**config.mk**
```make
export PLATFORM = sky130hd
export DESIGN_NAME = snake_sequencer_flat
export DESIGN_NICKNAME = d
export VERILOG_FILES = /design/src/rtl/snake_sequencer_if.sv /design/src/rtl/snake_sequencer.sv /design/src/flat_wrapper.sv
export SDC_FILE = /design/constraint.sdc
export NUM_CORES = 1
export LEC_CHECK = 0
export BUFFER_PORTS_ARGS = -buffer_cell sky130_fd_sc_hd__buf_2
export CORE_MARGIN = 3
export CORE_UTILIZATION = 56
export DETAILED_ROUTE_END_ITERATION = 16
export GPL_TIMING_DRIVEN = 0
export PLACE_DENSITY = 0.77
export SYNTH_ARGS = -nofsm -noshare
export SYNTH_HDL_FRONTEND = slang
export SYNTH_SLANG_ARGS = --single-unit
```
**constraint.sdc**
```tcl
create_clock -name clk -period 6.5 [get_ports clk]
set_input_delay 0.65 -clock clk [delete_from_list [all_inputs] [get_ports clk]]
set_output_delay 0.65 -clock clk [all_outputs]
set_load 0.01 [all_outputs]
```
**src/rtl/snake_sequencer_if.sv**
```systemverilog
// rtl/snake_sequencer_if.sv - game-flow control and snake_field link bundle
// Purpose: groups the snake_sequencer request inputs, snake_field reports and
//   control/status outputs into one bundle.
// Ports (signals):
//   start_req, pause_req, dir_req_valid, dir_req[1:0]  game requests
//   ate_apple, collision                                reports from snake_field
//   field_start, step, snake_dir[1:0]                   commands to snake_field
//   state[1:0], score[SCORE_W-1:0], level[2:0]          game status
// Modports: master drives requests/reports, slave is the sequencer.
interface snake_sequencer_if #(
  parameter int unsigned SCORE_W = 8
) ();
  logic               start_req;
  logic               pause_req;
  logic               dir_req_valid;
  logic [1:0]         dir_req;
  logic               ate_apple;
  logic               collision;
  logic               field_start;
  logic               step;
  logic [1:0]         snake_dir;
  logic [1:0]         state;
  logic [SCORE_W-1:0] score;
  logic [2:0]         level;

  modport master (
    output start_req, pause_req, dir_req_valid, dir_req, ate_apple, collision,
    input  field_start, step, snake_dir, state, score, level
  );

  modport slave (
    input  start_req, pause_req, dir_req_valid, dir_req, ate_apple, collision,
    output field_start, step, snake_dir, state, score, level
  );
endinterface

```
**src/rtl/snake_sequencer.sv**
```systemverilog
// rtl/snake_sequencer.sv - snake game-flow controller (FSM, step timer, dir queue, score)
// Purpose: owns the IDLE/RUN/PAUSE/OVER flow, the level-dependent step timer,
//   a 2-entry queue of pending direction changes and the score/level counters.
// Ports:
//   clk    in  system clock
//   rst_n  in  asynchronous reset, active low
//   sq_io  slave modport of snake_sequencer_if (requests, field reports,
//          field_start/step/snake_dir commands, state/score/level status)
module snake_sequencer #(
  parameter int unsigned BASE_PERIOD      = 12000000,
  parameter int unsigned PERIOD_STEP      = 1500000,
  parameter int unsigned MIN_PERIOD       = 3000000,
  parameter int unsigned APPLES_PER_LEVEL = 4,
  parameter int unsigned MAX_LEVEL        = 6,
  parameter int unsigned SCORE_W          = 8
) (
  input logic            clk,
  input logic            rst_n,
  snake_sequencer_if.slave sq_io
);

  typedef enum logic [1:0] {
    S_IDLE  = 2'd0,
    S_RUN   = 2'd1,
    S_PAUSE = 2'd2,
    S_OVER  = 2'd3
  } state_e;

  // The timer never exceeds BASE_PERIOD-1 (the longest period).
  localparam int unsigned TW = (BASE_PERIOD > 2) ? $clog2(BASE_PERIOD) : 1;
  localparam int unsigned AW = (APPLES_PER_LEVEL > 2) ? $clog2(APPLES_PER_LEVEL) : 1;

  localparam logic [SCORE_W-1:0] SCORE_MAX  = '1;
  localparam logic [2:0]         LEVEL_MAX  = 3'(MAX_LEVEL);
  localparam logic [AW-1:0]      APPLE_LAST = AW'(APPLES_PER_LEVEL - 1);
  localparam logic [31:0]        BASE32     = 32'(BASE_PERIOD);
  localparam logic [31:0]        STEP32     = 32'(PERIOD_STEP);
  localparam logic [31:0]        MIN32      = 32'(MIN_PERIOD);
  localparam logic [31:0]        SPAN32     = BASE32 - MIN32;

  state_e             state_q, state_d;
  logic [TW-1:0]      timer_q, timer_d;
  logic               step_q, step_d;
  logic               fstart_q, fstart_d;
  logic [1:0]         dir_q, dir_d;
  logic [1:0]         q0_q, q0_d;
  logic [1:0]         q1_q, q1_d;
  logic [1:0]         qcnt_q, qcnt_d;
  logic [SCORE_W-1:0] score_q, score_d;
  logic [2:0]         level_q, level_d;
  logic [AW-1:0]      apples_q, apples_d;

  logic [31:0] reduction;
  logic [31:0] period;
  logic [31:0] timer_ext;
  logic        timer_hit;

  // Period is clamped by comparing the reduction against the usable span,
  // so the subtraction can never wrap below MIN_PERIOD.
  always_comb begin
    reduction = 32'(level_q) * STEP32;
    period    = (reduction >= SPAN32) ? MIN32 : (BASE32 - reduction);
    timer_ext = 32'(timer_q);
    timer_hit = (timer_ext >= (period - 32'd1));
  end

  // Queue view after a possible pop; pushes are judged against this view.
  logic [1:0] dir_mid, q0_mid, q1_mid, cnt_mid, ref_dir;

  always_comb begin
    state_d  = state_q;
    timer_d  = timer_q;
    step_d   = 1'b0;
    fstart_d = 1'b0;
    dir_d    = dir_q;
    q0_d     = q0_q;
    q1_d     = q1_q;
    qcnt_d   = qcnt_q;
    score_d  = score_q;
    level_d  = level_q;
    apples_d = apples_q;
    dir_mid  = dir_q;
    q0_mid   = q0_q;
    q1_mid   = q1_q;
    cnt_mid  = qcnt_q;
    ref_dir  = dir_q;

    if (sq_io.start_req) begin
      state_d  = S_RUN;
      fstart_d = 1'b1;
      timer_d  = '0;
      dir_d    = 2'd1;
      qcnt_d   = 2'd0;
      score_d  = '0;
      level_d  = 3'd0;
      apples_d = '0;
    end else begin
      case (state_q)
        S_RUN: begin
          if (sq_io.collision) begin
            state_d = S_OVER;
            timer_d = '0;
          end else begin
            if (sq_io.ate_apple) begin
              if (score_q != SCORE_MAX) score_d = score_q + 1'b1;
              // Sub-counter wraps even once the level has saturated.
              if (apples_q == APPLE_LAST) begin
                apples_d = '0;
                if (level_q < LEVEL_MAX) level_d = level_q + 3'd1;
              end else begin
                apples_d = apples_q + AW'(1);
              end
            end

            // The pause edge itself freezes the timer.
            if (sq_io.pause_req) begin
              state_d = S_PAUSE;
            end else if (timer_hit) begin
              timer_d = '0;
              step_d  = 1'b1;
              if (qcnt_q != 2'd0) begin
                dir_mid = q0_q;
                q0_mid  = q1_q;
                cnt_mid = qcnt_q - 2'd1;
              end
            end else begin
              timer_d = timer_q + TW'(1);
            end

            ref_dir = (cnt_mid == 2'd0) ? dir_mid :
                      (cnt_mid == 2'd1) ? q0_mid : q1_mid;
            if (sq_io.dir_req_valid && (cnt_mid != 2'd2) &&
                (sq_io.dir_req != ref_dir) && (sq_io.dir_req != (ref_dir ^ 2'b10))) begin
              if (cnt_mid == 2'd0) q0_mid = sq_io.dir_req;
              else                 q1_mid = sq_io.dir_req;
              cnt_mid = cnt_mid + 2'd1;
            end

            dir_d  = dir_mid;
            q0_d   = q0_mid;
            q1_d   = q1_mid;
            qcnt_d = cnt_mid;
          end
        end
        S_PAUSE: begin
          if (sq_io.pause_req) state_d = S_RUN;
        end
        default: ;
      endcase
    end
  end

  always_ff @(posedge clk or negedge rst_n) begin
    if (!rst_n) begin
      state_q  <= S_IDLE;
      timer_q  <= '0;
      step_q   <= 1'b0;
      fstart_q <= 1'b0;
      dir_q    <= 2'd1;
      q0_q     <= 2'd0;
      q1_q     <= 2'd0;
      qcnt_q   <= 2'd0;
      score_q  <= '0;
      level_q  <= 3'd0;
      apples_q <= '0;
    end else begin
      state_q  <= state_d;
      timer_q  <= timer_d;
      step_q   <= step_d;
      fstart_q <= fstart_d;
      dir_q    <= dir_d;
      q0_q     <= q0_d;
      q1_q     <= q1_d;
      qcnt_q   <= qcnt_d;
      score_q  <= score_d;
      level_q  <= level_d;
      apples_q <= apples_d;
    end
  end

  assign sq_io.field_start = fstart_q;
  assign sq_io.step        = step_q;
  assign sq_io.snake_dir   = dir_q;
  assign sq_io.state       = state_q;
  assign sq_io.score       = score_q;
  assign sq_io.level       = level_q;

endmodule

```
**src/flat_wrapper.sv**
```systemverilog
// flat-port wrapper written by rule: the top's interface ports become plain ports
module snake_sequencer_flat 
#(
  parameter int unsigned BASE_PERIOD      = 12000000,
  parameter int unsigned PERIOD_STEP      = 1500000,
  parameter int unsigned MIN_PERIOD       = 3000000,
  parameter int unsigned APPLES_PER_LEVEL = 4,
  parameter int unsigned MAX_LEVEL        = 6,
  parameter int unsigned SCORE_W          = 8
)
  (clk, rst_n, sq_io_start_req, sq_io_pause_req, sq_io_dir_req_valid, sq_io_dir_req, sq_io_ate_apple, sq_io_collision, sq_io_field_start, sq_io_step, sq_io_snake_dir, sq_io_state, sq_io_score, sq_io_level);
  snake_sequencer_if #(.SCORE_W(SCORE_W)) sq_io_i ();
  input logic clk;
  input logic rst_n;
  input wire logic [$bits(sq_io_i.start_req)-1:0] sq_io_start_req;
  input wire logic [$bits(sq_io_i.pause_req)-1:0] sq_io_pause_req;
  input wire logic [$bits(sq_io_i.dir_req_valid)-1:0] sq_io_dir_req_valid;
  input wire logic [$bits(sq_io_i.dir_req)-1:0] sq_io_dir_req;
  input wire logic [$bits(sq_io_i.ate_apple)-1:0] sq_io_ate_apple;
  input wire logic [$bits(sq_io_i.collision)-1:0] sq_io_collision;
  output wire logic [$bits(sq_io_i.field_start)-1:0] sq_io_field_start;
  output wire logic [$bits(sq_io_i.step)-1:0] sq_io_step;
  output wire logic [$bits(sq_io_i.snake_dir)-1:0] sq_io_snake_dir;
  output wire logic [$bits(sq_io_i.state)-1:0] sq_io_state;
  output wire logic [$bits(sq_io_i.score)-1:0] sq_io_score;
  output wire logic [$bits(sq_io_i.level)-1:0] sq_io_level;
  assign sq_io_i.start_req = sq_io_start_req;
  assign sq_io_i.pause_req = sq_io_pause_req;
  assign sq_io_i.dir_req_valid = sq_io_dir_req_valid;
  assign sq_io_i.dir_req = sq_io_dir_req;
  assign sq_io_i.ate_apple = sq_io_ate_apple;
  assign sq_io_i.collision = sq_io_collision;
  assign sq_io_field_start = sq_io_i.field_start;
  assign sq_io_step = sq_io_i.step;
  assign sq_io_snake_dir = sq_io_i.snake_dir;
  assign sq_io_state = sq_io_i.state;
  assign sq_io_score = sq_io_i.score;
  assign sq_io_level = sq_io_i.level;
  snake_sequencer #(.BASE_PERIOD(BASE_PERIOD), .PERIOD_STEP(PERIOD_STEP), .MIN_PERIOD(MIN_PERIOD), .APPLES_PER_LEVEL(APPLES_PER_LEVEL), .MAX_LEVEL(MAX_LEVEL), .SCORE_W(SCORE_W)) u_core (.clk(clk), .rst_n(rst_n), .sq_io(sq_io_i));
endmodule
```
==> out/metrics.cfg <==
[die]
row_count = 30
io_pins = 26
die_h_um = 92.3
die_width_um = 92.3
die-area_sq_um = 8510
initial_utilization_pct = 59.4
coreArea_sq_um = 7020

[timing]
hold_viol = 0
fin_crit_sh_pct = 97.0
fmax_mhz = 159
fin_hold_ws_ps = 474
finalCriticalPeriod_ps = 6300
skew_ps = 21.7
worstMarginPinSlew_ps = 1060
setup_viol = 0
max_slew_margin_pct = 29.1
drv_slew = 0
fin_tns_setup_ps = 0

[route]
wl_um = 10100
routed.top_layer = met4
drt_iter0_markers = 190
wl_met2_um = 5150
vias = 3739
firstDrtPassIters = 5
dr_wl_met3_um = 436
wl_met1_um = 4400
wl_per_cell_um = 15.9
ant_nets = 0
drcViolationCount = 0
viasPerCell = 5.91

[min_path]
hold_class = in -> reg
min_from = sq_io_start_req
hold_depth = 1
min_to = u_core.sq_io.field_start

[clock_tree]
htreeDepth = 2
clock_latency_ps = 310
numCtsBuffers = 5
clk_pin_slew_ps = 100
cts_tree = built
cts.sinks = 49
cts_buffer_depth = 2
cts-root-buf = clkbuf_8

[synth]
synth_edf_count = 0
synth.area.top_cells = dfrtp_1, ha_1, nor2_1
netlist_area_sq_um = 4170
async_reset_ff_share_pct = 100
synth.distinct_cells = 57
syn_inst = 492
ys_warn_count = 0
synth_nets = 549
synth_seq_cells = 49
synth_ff_type = dfrtp_1
yosysTopAreaCell = dfrtp_1
yosysSeqAreaShare_pct = 29.5
postSynthAreaPerCell_sq_um = 8.47
synth_top_area_share_pct = 28.8

[worst_setup_path]
worstSetupPathType = reg -> reg
worstPathMaxFanout = 8
cp.required_ps = 6710
ff2ff_path_depth = 27
arrival_ps = 6510
critPathCaptureType = flip-flop
worstSetupStartpoint = u_core.sq_io.level[2]
start_kind = flip-flop
r2r-end = u_core.q1_q[0]
critical_path.reg2reg.startpoint = u_core.sq_io.level[2]
r2r_setup_slack_ps = 200

[placed_design]
dp_hpwl_um = 7200
gp_congestion = 0.885
port_buffers = 24
dpl_cell_area_sq_um = 4410
dp.cells = 612

[power]
p_int_mw = 0.457
total_power_mw = 0.606
pwr-share-seq_pct = 52.0
p_leak_nw = 2.17
p_sw_mw = 0.149
peakVddDrop_v = 0.000160
p_comb_share_pct = 10.4
switching_share_pct = 24.6
pwr-share-clk_pct = 37.5
powerDensity_nw_per_um2 = 124

[finish]
syn2layout_area_growth_pct = 17.1
fin_nets = 593
diodes = 0
fill_cells = 554
drive_gt1_share_pct = 18.1
mostFrequentLayoutCell = nor2_1
final_cells = 633
final_cell_mix = nor2_1, dfrtp_1, nand2_1
final_cell_area_sq_um = 4880

[global_route]
grt_pass1_wl_um = 16700
grt_max_degree = 50
grt_antenna_before_repair = 0
grt_pass1_vias = 3547
grt_usage_pct = 23.5
grt_overflow = 0

[run]
max_cap_viol_count = 0

[outcome]
outcome = complete, no violations

## layout make-up
class	instances	area [sq um]	area share, %
Inverter	16	67.6	1.38
Timing Repair Buffer	38	241	4.95
Sequential cell	49	1230	25.2
Clock buffer	7	86.3	1.77
Multi-Input combinational cell	411	3040	62.3
Buffer	15	65.1	1.33
Tap cell	96	120	2.46
Clock inverter	1	30.0	0.615
## flip-flops by register name (all words and copies together) (netlist names)
name and count:
u_core.sq_io.level 3, u_core.sq_io.state 2, u_core.sq_io.step 1, u_core.sq_io.snake_dir 2
u_core.apples_q 2, u_core.sq_io.score 8, u_core.timer_q 24, u_core.qcnt_q 2
u_core.q0_q 2, u_core.sq_io.field_start 1, u_core.q1_q 2
## cell usage after synthesis, types with 2 or more instances
cell and number:
and4_1 2, and2_1 5, o211ai_1 4, nor2b_1 4, or2_2 2, a31oi_1 6
mux2_1 2, and2_0 2, nand3_1 30, a41oi_1 2, a211oi_1 2, a21o_1 5
a311o_1 2, nand2_1 38, ha_1 43, nand4b_1 2, nand4_1 14, o31ai_1 4
dfrtp_1 48, fa_1 5, mux2_2 2, mux2i_1 6, nand2b_1 3, nor2_1 65
clkbuf_1 13, a22o_1 3, and3_1 8, o21ai_0 30, xnor2_1 25, nor3_1 13
o21ai_1 2, inv_1 16, nor3b_1 6, a21oi_1 28, nor4_1 3, xor2_1 26
## per-stage QoR
stage / utilization, % / setup WS [ps]
6_report: 69.5 / 197
5_1_grt: 69.5 / -62.5
4_1_cts: 65.7 / 7.89
2_1_floorplan: - / 66.0
3_3_place_gp: 62.8 / -643
3_5_place_dp: 62.8 / -867
## repair_timing
action,in CTS,in global routing
buffers inserted,6,8
endpoints found under the setup margin,6,6
pin swaps,3,20
hold buffers,0,0
resized for setup,15,39
## worst max-delay path by stage
stage                          end  slack, ps  depth (start not counted)
floorplan           u_core.q1_q[0]         70                         28
global placement    u_core.q1_q[1]       -640                         28
detailed placement  u_core.q1_q[1]       -870                         28
CTS                 u_core.q1_q[1]          8                         27
global route        u_core.q1_q[1]        -60                         27
finish              u_core.q1_q[0]        200                         27
## power groups by stage
stage / registers (mW) / logic (mW) / clock network [mW]
3_3_place_gp: 0.321 / 0.0550 / 0
5_1_grt: 0.316 / 0.0700 / 0.247
3_5_place_dp: 0.321 / 0.0572 / 0
4_1_cts: 0.315 / 0.0586 / 0.230
6_report: 0.316 / 0.0632 / 0.227
2_1_floorplan: 0.321 / 0.0350 / 0
## routing by layer
| layer | vias up | track usage, % |
|---|---|---|
| met3 | 12 | 3.45 |
| met1 | 1796 | 32.6 |
| met2 | 101 | 40.0 |
| li1 | 1830 | - |
| met4 | 0 | 3.22 |
| met5 | - | 0 |
## worst max-delay path, cell delays in order, from the launching register on
cell and delay (ps):
dfrtp_2 440, buf_4 160, buf_4 170, fa_1 440, ha_2 200, fa_2 440
a21o_1 190, a21oi_2 160, xnor2_2 120, a31oi_2 210, xor2_1 200, nor4b_2 240
nor4b_4 250, xnor2_1 120, ha_1 310, nand4_1 170, nor2_2 70, buf_4 150
a221oi_4 370, a21oi_4 90, mux2_4 340, inv_4 80, ha_4 180, inv_2 60
a311o_1 370, nand4_1 140, nand4_1 180, mux2_4 360
## cells by family (layout without fill, tap and decap cells)
logic type,count (synthesis),in the layout,share of synthesized area [%]
and+or+nand+nor,202,202,23.6
AOI/OAI and AO/OA,99,99,15.0
xor gates and xnor gates,52,52,11.1
DFF,49,49,29.5
adders and majority gates,48,48,15.3
buffers and inverters,32,77,3.00
muxes,10,10,2.52
Power figures use the tool's default switching activity.
